<file path="config.mk">
export PLATFORM = sky130hd
export DESIGN_NAME = sfr_rd_port_flat
export DESIGN_NICKNAME = d
export VERILOG_FILES = /design/src/rtl/sfr_rd_port_pkg.sv /design/src/rtl/sfr_rd_port_if.sv /design/src/rtl/sfr_pin_sync.sv /design/src/rtl/sfr_rd_port.sv /design/src/flat_wrapper.sv
export SDC_FILE = /design/constraint.sdc
export NUM_CORES = 1
export LEC_CHECK = 0
export ABC_AREA = 1
export ABC_CLOCK_PERIOD_IN_PS = 1400
export CELL_PAD_IN_SITES_DETAIL_PLACEMENT = 1
export CELL_PAD_IN_SITES_GLOBAL_PLACEMENT = 2
export CORE_ASPECT_RATIO = 0.5
export CORE_MARGIN = 5
export CORE_UTILIZATION = 24
export CTS_BUF_LIST = sky130_fd_sc_hd__clkbuf_8
export CTS_CLUSTER_DIAMETER = 100
export DETAILED_ROUTE_END_ITERATION = 7
export PLACE_DENSITY_LB_ADDON = 0.1
export REMOVE_ABC_BUFFERS = 1
export SETUP_SLACK_MARGIN = 0.2
export SLEW_MARGIN = 20
export SYNTH_ARGS = -nofsm -noshare
export SYNTH_HDL_FRONTEND = slang
export SYNTH_SLANG_ARGS = --single-unit
</file>
<file path="constraint.sdc">
create_clock -name CLK -period 1.4 [get_ports CLK]
set_clock_uncertainty 0.15 [all_clocks]
set_input_delay 0.21 -clock CLK [delete_from_list [all_inputs] [get_ports CLK]]
set_output_delay 0.21 -clock CLK [all_outputs]
set_load 0.005 [all_outputs]
</file>
<file path="src/rtl/sfr_rd_port_pkg.sv">
// Shared SFR constants for the data-memory read port and the write-enable
// decoder: SFR addresses, read-port state encoding and address decode helper.
package sfr_rd_port_pkg;

  // SFR addresses in CPU data-memory space
  localparam logic [7:0] SFR_ADDR_OUT = 8'h01;
  localparam logic [7:0] SFR_ADDR_DIR = 8'h02;
  localparam logic [7:0] SFR_ADDR_PIN = 8'h03;
  localparam logic [7:0] SFR_ADDR_CHG = 8'h04;

  // Pending-response source held between the accept cycle and the response cycle
  typedef enum logic [1:0] {
    ST_IDLE     = 2'd0,
    ST_RESP_SFR = 2'd1,
    ST_RESP_RAM = 2'd2
  } rd_state_t;

  // Which SFR (if any) an address selects
  typedef enum logic [2:0] {
    SEL_NONE = 3'd0,
    SEL_OUT  = 3'd1,
    SEL_DIR  = 3'd2,
    SEL_PIN  = 3'd3,
    SEL_CHG  = 3'd4
  } sfr_sel_t;

  // Map an address onto the SFR it selects; anything else is RAM
  function automatic sfr_sel_t sfr_decode(input logic [7:0] addr);
    sfr_sel_t sel;
    case (addr)
      SFR_ADDR_OUT: sel = SEL_OUT;
      SFR_ADDR_DIR: sel = SEL_DIR;
      SFR_ADDR_PIN: sel = SEL_PIN;
      SFR_ADDR_CHG: sel = SEL_CHG;
      default:      sel = SEL_NONE;
    endcase
    return sel;
  endfunction

  // True when the address lands in the SFR window rather than RAM
  function automatic logic is_sfr(input logic [7:0] addr);
    return sfr_decode(addr) != SEL_NONE;
  endfunction

endpackage

</file>
<file path="src/rtl/sfr_rd_port_if.sv">
// CPU read bus plus the synchronous RAM read port it fronts.
// The master side is the CPU together with the RAM; the slave side is the
// read port, which decides whether RAM or an SFR answers.
interface sfr_rd_port_if;
  logic [7:0] Address;
  logic       MR;
  logic       RAM_RD_EN;
  logic [7:0] RAM_DATA;
  logic [7:0] RD_DATA;
  logic       RD_VALID;

  modport master (
    output Address,
    output MR,
    output RAM_DATA,
    input  RAM_RD_EN,
    input  RD_DATA,
    input  RD_VALID
  );

  modport slave (
    input  Address,
    input  MR,
    input  RAM_DATA,
    output RAM_RD_EN,
    output RD_DATA,
    output RD_VALID
  );
endinterface

</file>
<file path="src/rtl/sfr_pin_sync.sv">
// Pin synchronizer: SYNC_STAGES flops per pin, a one-flop-older copy (pin_p)
// of the last stage (pin_s), and the per-bit change vector. Change reporting
// is held off for SYNC_STAGES+1 cycles after reset so the reset zeros being
// flushed out of the chain never look like pin edges.
// SYNC_STAGES is meaningful in the range 2..4.
module sfr_pin_sync #(
  parameter int SYNC_STAGES = 2
) (
  input  logic       clk,
  input  logic       rst_n,
  input  logic [7:0] pin,
  output logic [7:0] pin_s,
  output logic [7:0] pin_chg
);

  localparam int         HOLD_CYCLES = SYNC_STAGES + 1;
  localparam logic [2:0] HOLD_INIT   = 3'(HOLD_CYCLES);

  logic [2:0] hold_reg;
  logic       arm;

  // Count down the post-reset flush window; detection arms at zero
  always_ff @(posedge clk) begin
    if (!rst_n) begin
      hold_reg <= HOLD_INIT;
    end else if (hold_reg != 3'd0) begin
      hold_reg <= hold_reg - 3'd1;
    end
  end

  assign arm = (hold_reg == 3'd0);

  genvar gi;
  generate
    for (gi = 0; gi < 8; gi++) begin : g_bit
      logic [SYNC_STAGES-1:0] chain_reg;
      logic                   prev_reg;

      // Shift the raw pin through the chain; prev_reg trails the last stage
      always_ff @(posedge clk) begin
        if (!rst_n) begin
          chain_reg <= '0;
          prev_reg  <= 1'b0;
        end else begin
          chain_reg <= {chain_reg[SYNC_STAGES-2:0], pin[gi]};
          prev_reg  <= chain_reg[SYNC_STAGES-1];
        end
      end

      assign pin_s[gi]   = chain_reg[SYNC_STAGES-1];
      assign pin_chg[gi] = arm & (chain_reg[SYNC_STAGES-1] ^ prev_reg);
    end
  endgenerate

endmodule

</file>
<file path="src/rtl/sfr_rd_port.sv">
// CPU data-memory read port. Addresses 0x01..0x04 are answered from the SFR
// block (OUT, DIR, synchronized pins, pin-change flags); every other address
// is forwarded to a synchronous RAM. Every accepted request gets exactly one
// RD_VALID pulse in the following cycle, so back-to-back reads stream.
module sfr_rd_port
  import sfr_rd_port_pkg::*;
#(
  parameter int SYNC_STAGES = 2
) (
  input  logic          CLK,
  input  logic          RST_N,
  sfr_rd_port_if.slave  bus,
  input  logic [7:0]    OUT_REG,
  input  logic [7:0]    DIR_REG,
  input  logic [7:0]    PIN,
  output logic          CHG_IRQ
);

  rd_state_t  state_reg;
  rd_state_t  state_next;
  sfr_sel_t   sel;
  logic [7:0] sfr_mux;
  logic [7:0] sfr_data_reg;
  logic       accept_sfr;
  logic       rd_chg;

  logic [7:0] pin_s;
  logic [7:0] pin_chg;
  logic [7:0] chg_reg;
  logic [7:0] chg_next;
  logic       chg_irq_reg;

  sfr_pin_sync #(
    .SYNC_STAGES (SYNC_STAGES)
  ) u_pin_sync (
    .clk     (CLK),
    .rst_n   (RST_N),
    .pin     (PIN),
    .pin_s   (pin_s),
    .pin_chg (pin_chg)
  );

  assign sel           = sfr_decode(bus.Address);
  assign accept_sfr    = bus.MR & (sel != SEL_NONE);
  assign rd_chg        = bus.MR & (sel == SEL_CHG);
  assign bus.RAM_RD_EN = bus.MR & (sel == SEL_NONE);

  // Select the SFR value an accepted request will return next cycle
  always_comb begin
    sfr_mux = 8'h00;
    case (sel)
      SEL_OUT: sfr_mux = OUT_REG;
      SEL_DIR: sfr_mux = DIR_REG;
      SEL_PIN: sfr_mux = pin_s;
      SEL_CHG: sfr_mux = chg_reg;
      default: sfr_mux = 8'h00;
    endcase
  end

  // Next pending source depends only on this cycle's request and decode
  always_comb begin
    state_next = ST_IDLE;
    if (bus.MR) begin
      state_next = (sel == SEL_NONE) ? ST_RESP_RAM : ST_RESP_SFR;
    end
  end

  // Pending-source register; reset drops any response in flight
  always_ff @(posedge CLK) begin
    if (!RST_N) begin
      state_reg <= ST_IDLE;
    end else begin
      state_reg <= state_next;
    end
  end

  // Capture the SFR read value in the accept cycle (pre-clear flags for 0x04)
  always_ff @(posedge CLK) begin
    if (!RST_N) begin
      sfr_data_reg <= 8'h00;
    end else if (accept_sfr) begin
      sfr_data_reg <= sfr_mux;
    end else begin
      sfr_data_reg <= 8'h00;
    end
  end

  // Flag update: clear-on-read first, then new input-pin edges OR in, so a
  // simultaneous edge survives the read that clears its bit
  always_comb begin
    chg_next = (rd_chg ? 8'h00 : chg_reg) | (pin_chg & ~DIR_REG);
  end

  // Flags and the interrupt register; IRQ follows the flags with no extra lag
  always_ff @(posedge CLK) begin
    if (!RST_N) begin
      chg_reg     <= 8'h00;
      chg_irq_reg <= 1'b0;
    end else begin
      chg_reg     <= chg_next;
      chg_irq_reg <= |chg_next;
    end
  end

  assign CHG_IRQ = chg_irq_reg;

  // Response outputs; a response coinciding with reset is suppressed and
  // RD_DATA reads zero whenever RD_VALID is low
  always_comb begin
    bus.RD_VALID = 1'b0;
    bus.RD_DATA  = 8'h00;
    if (RST_N) begin
      case (state_reg)
        ST_RESP_SFR: begin
          bus.RD_VALID = 1'b1;
          bus.RD_DATA  = sfr_data_reg;
        end
        ST_RESP_RAM: begin
          bus.RD_VALID = 1'b1;
          bus.RD_DATA  = bus.RAM_DATA;
        end
        default: begin
          bus.RD_VALID = 1'b0;
          bus.RD_DATA  = 8'h00;
        end
      endcase
    end
  end

endmodule

</file>
<file path="src/flat_wrapper.sv">
// flat-port wrapper written by rule: the top's interface ports become plain ports
module sfr_rd_port_flat import sfr_rd_port_pkg::*;
#(
  parameter int SYNC_STAGES = 2
)
  (CLK, RST_N, OUT_REG, DIR_REG, PIN, CHG_IRQ, bus_Address, bus_MR, bus_RAM_DATA, bus_RAM_RD_EN, bus_RD_DATA, bus_RD_VALID);
  sfr_rd_port_if bus_i ();
  input  logic CLK;
  input  logic RST_N;
  input  logic [7:0] OUT_REG;
  input  logic [7:0] DIR_REG;
  input  logic [7:0] PIN;
  output logic CHG_IRQ;
  input wire logic [$bits(bus_i.Address)-1:0] bus_Address;
  input wire logic [$bits(bus_i.MR)-1:0] bus_MR;
  input wire logic [$bits(bus_i.RAM_DATA)-1:0] bus_RAM_DATA;
  output wire logic [$bits(bus_i.RAM_RD_EN)-1:0] bus_RAM_RD_EN;
  output wire logic [$bits(bus_i.RD_DATA)-1:0] bus_RD_DATA;
  output wire logic [$bits(bus_i.RD_VALID)-1:0] bus_RD_VALID;
  assign bus_i.Address = bus_Address;
  assign bus_i.MR = bus_MR;
  assign bus_i.RAM_DATA = bus_RAM_DATA;
  assign bus_RAM_RD_EN = bus_i.RAM_RD_EN;
  assign bus_RD_DATA = bus_i.RD_DATA;
  assign bus_RD_VALID = bus_i.RD_VALID;
  sfr_rd_port #(.SYNC_STAGES(SYNC_STAGES)) u_core (.CLK(CLK), .RST_N(RST_N), .bus(bus_i), .OUT_REG(OUT_REG), .DIR_REG(DIR_REG), .PIN(PIN), .CHG_IRQ(CHG_IRQ));
endmodule
</file>
==> results.md <==
- Excluding fillers, the count of instances in the completed layout stands at 504.
- The run finished, with violations left.
- The internal portion of the total power is 2250 uW.
- Ranked by instance count, the synthesized netlist is headed by nand2_1, inv_1, dfxtp_1, nor2_1, a21oi_1.
- The number of buffers created by CTS is 5.
- The net count reported at finish is 439.
- The static leakage is 0.00184 uW.
- The final number of setup-violating endpoints is 12.
- The clock root buffer master is clkbuf_8.
- Measured against its own limit, the worst slew margin works out to 76.8%.
- The total of max-cap violations is 0.
- The first global-routing pass estimated 11200 um of wire.
- Data on the critical path arrives at its endpoint at 1.37 ns.
- The quantity of hold-fixing buffers added after cts is 0.
- After detailed placement, the design holds a cell count of 476.
- For this run, the detailed router's first-pass iteration total came to 4.
- The fraction of registers with async set/reset is 0%.
- The die covers 10600 um^2.
- Summed over all layers, the global routing overflow is 0.
- The repair_antennas step left the layout with diodes totalling 0.
- The number of cells traversed by the worst register-to-register path is 11.
- The sequential share of power is 46.6%.
- The core region is 8140 um^2.
- The cell type with the largest total area after synthesis is dfxtp_1.
- The die span in x is 141 um.
- No sink is reached through more buffers than the 2 on the longest clock path.
- Across the VDD grid, the largest voltage drop is 0.000317 V.
- The number of flip-flops and latches in the synthesized netlist is 46.
- The number of hold violations in the final report was 0.
- The number of warnings reported in the yosys synthesis log is 0.
- The area fraction of the dominant cell type after synthesis is 45.0%.
- Entering global routing, the biggest net connects 28 pins.
- For the worst setup path, the data required time is 1.04 ns.
- The relative area change from synthesis to final layout is 82.1%.
- The number of flip-flops under the largest register name is 16.
- The number of I/O port buffers is 53.
- The final count of pins violating max slew is 0.
- The number of primary I/O pins is 54.
- Of all nets on the critical path, the largest fanout is 8.
- After layout, the worst path uses 123% of the clock period.
- On the final layout, the worst hold slack is 0.271 ns.
- The share of post-route cells with drive strength above 1 is 44.9%.
- The clock network power share is 34.2%.
- Dividing the detail-routed wire length by the instance count gives 13.7 um.
- For this design the ratio of total power to cell area is 807 nW/um^2.
- In this run the number of H-tree levels came out at 2.
- For the pin with the worst max-slew slack, the measured transition is 0.348 ns.
- The upper clock frequency limit is 0.580 GHz.
- The number of global-route vias before repair is 2215.
- The worst path in the final design needs a cycle of 1.73 ns, including I/O delays and setup.
- The critical path start-end classification is reg -> out.
- The layout has 955 filler cells.
- The number of DRC markers after the initial detailed-route iteration is 55.
- The number of sinks driven by the clock tree is 46.
- Clock-pin slew was measured on the worst setup and hold paths at 0.09 ns.
- The mean instance size in the synthesized netlist is 7.13 um^2.
- Sorting the synthesized cells by area gives the leading types as dfxtp_1, nand2_1, inv_1.
- Of the total power, the share spent switching nets is 25.2%.
- The number of remaining DRC errors is 0.
- Setup repair after global routing could not meet its margin everywhere.
- The final reports fail on negative setup slack.
- The final HPWL from detailed placement is 4830 um.
- The synthesized design contains 0 enable-type register cells.
- The routed layout has 2122 vias.
- In the post-route analysis, the smallest setup slack over all paths is -0.325 ns.
- The die is 75.3 um tall.
- The worst hold path cell count is 3.
- STA classifies the critical path startpoint as a flop.
- Synthesis produced 287 cells.
- The portion of total power attributed to combinational logic is 19.3%.
- After floorplanning, the core was divided into 23 placement rows.
- The number of antenna violations at the first check in global routing was 0.
- STA classifies the critical path endpoint as an output pin.
- In this run the remaining antenna-violating nets after routing total 0.
- The CTS tree is built.
- Among all flip-flop cells after synthesis, the most frequent one is dfxtp_1.
- Timing analysis after detailed placement gives a worst setup slack of -0.756 ns.
- The starting utilization of the core area is 25.1%.
- Summed over all layers, the routed wires come to 6900 um.
- At the end of routability-driven placement, the weighted congestion stood at 0.774.
- The unique cell type count in the Yosys netlist is 24.
- The worst hold path belongs to the class in -> reg.
- The mapped cell area is 2050 um^2.
- The most common cell in the synthesized netlist is nand2_1.
- Global routing used 13.6% of the available tracks.
- After detailed routing, the number of vias per cell comes to 4.21.
- For this design the total switching power over the nets is 758 uW.
- The part of the Yosys area used for sequential elements is 45.0%.
- The clock latency of the later-clocked register in the worst-skew pair is 0.31 ns.
## critical path: stages, from the launching register on
cell	delay (ns)
dfxtp_2	0.35
inv_2	0.04
ha_4	0.21
nor2_4	0.09
buf_6	0.11
inv_6	0.05
a21oi_2	0.09
buf_2	0.12
## power by group through the flow
stage / Sequential (uW) / Clock (uW) / Combinational, uW
after floorplan: 1410 / 0 / 137
after global placement: 1410 / 0 / 374
after detailed placement: 1420 / 0 / 388
after CTS: 1400 / 1070 / 485
after global routing: 1410 / 1150 / 628
final: 1400 / 1030 / 580
## through the flow
step	setup TNS [ns]	total power, uW	utilization, %	area (um^2)
final	-3.07	3010	45.8	3730
after global routing	-4.12	3190	45.8	3730
after CTS	-3.21	2950	42.6	3470
after global placement	-15.43	1790	36.0	2930
after floorplan	-0.802	1550	-	2020
after detailed placement	-16.64	1810	36.0	2930
## final timing paths
kind	start	end	slack, ns
max	u_core.state_reg[0]	bus_RD_DATA[5]	-0.33
min	PIN[5]	u_core.u_pin_sync.g_bit[5].chain_reg[0]	0.27
max reg2reg	u_core.u_pin_sync.hold_reg[0]	u_core.CHG_IRQ	-0.15
min reg2reg	u_core.u_pin_sync.g_bit[2].chain_reg[0]	u_core.u_pin_sync.g_bit[2].chain_reg[1]	0.27
## kinds of logic after synthesis
kind of cell,share of synthesized area [%]
flip-flops,45.0
buffers and inverters,11.7
AO/OA/AOI/OAI,7.52
XOR/XNOR,3.42
AND/OR/NAND/NOR,30.0
adder cells (fa/ha/maj),2.45
## final cells by class
cell class	count	area, um^2	area share [%]
clock buffers	6	82.6	2.22
clock inverters	1	30.0	0.806
inverters	56	230	6.18
multi-input cells	179	1380	37.0
flip-flops and latches	46	926	24.8
well taps	112	140	3.76
repair buffers	104	938	25.2
## placed cells by master (no fill, tap or decap), types with 4 or more instances in the layout
master           instances
buf_4                   32
a21oi_2                 15
dfxtp_1                 42
nor2_1                  12
nand2_2                  9
nor2_4                  11
nand3_4                  8
xor2_1                   7
nand2_1                 68
clkbuf_8                 6
inv_1                   43
buf_6                   22
buf_2                   13
clkdlybuf4s50_1         33
inv_2                    8
dfxtp_2                  4
nor2_2                   6
nand2_4                 13
ha_4                     4
## repair_timing
item                       in CTS  in global routing
setup endpoints to repair      33                 32
pin swaps                      36                 27
gates resized for setup       178                 46
gates cloned                    0                  1
buffers inserted               13                  7
## layer usage
metal	track usage, %	share of wire (%)	wire [um]
met1	17.6	47	3270
met2	23.2	47	3270
met3	3.32	4.2	293
met4	3.87	1.0	70
met5	0	0	0
No activity file was read; power rests on OpenSTA's default activity.
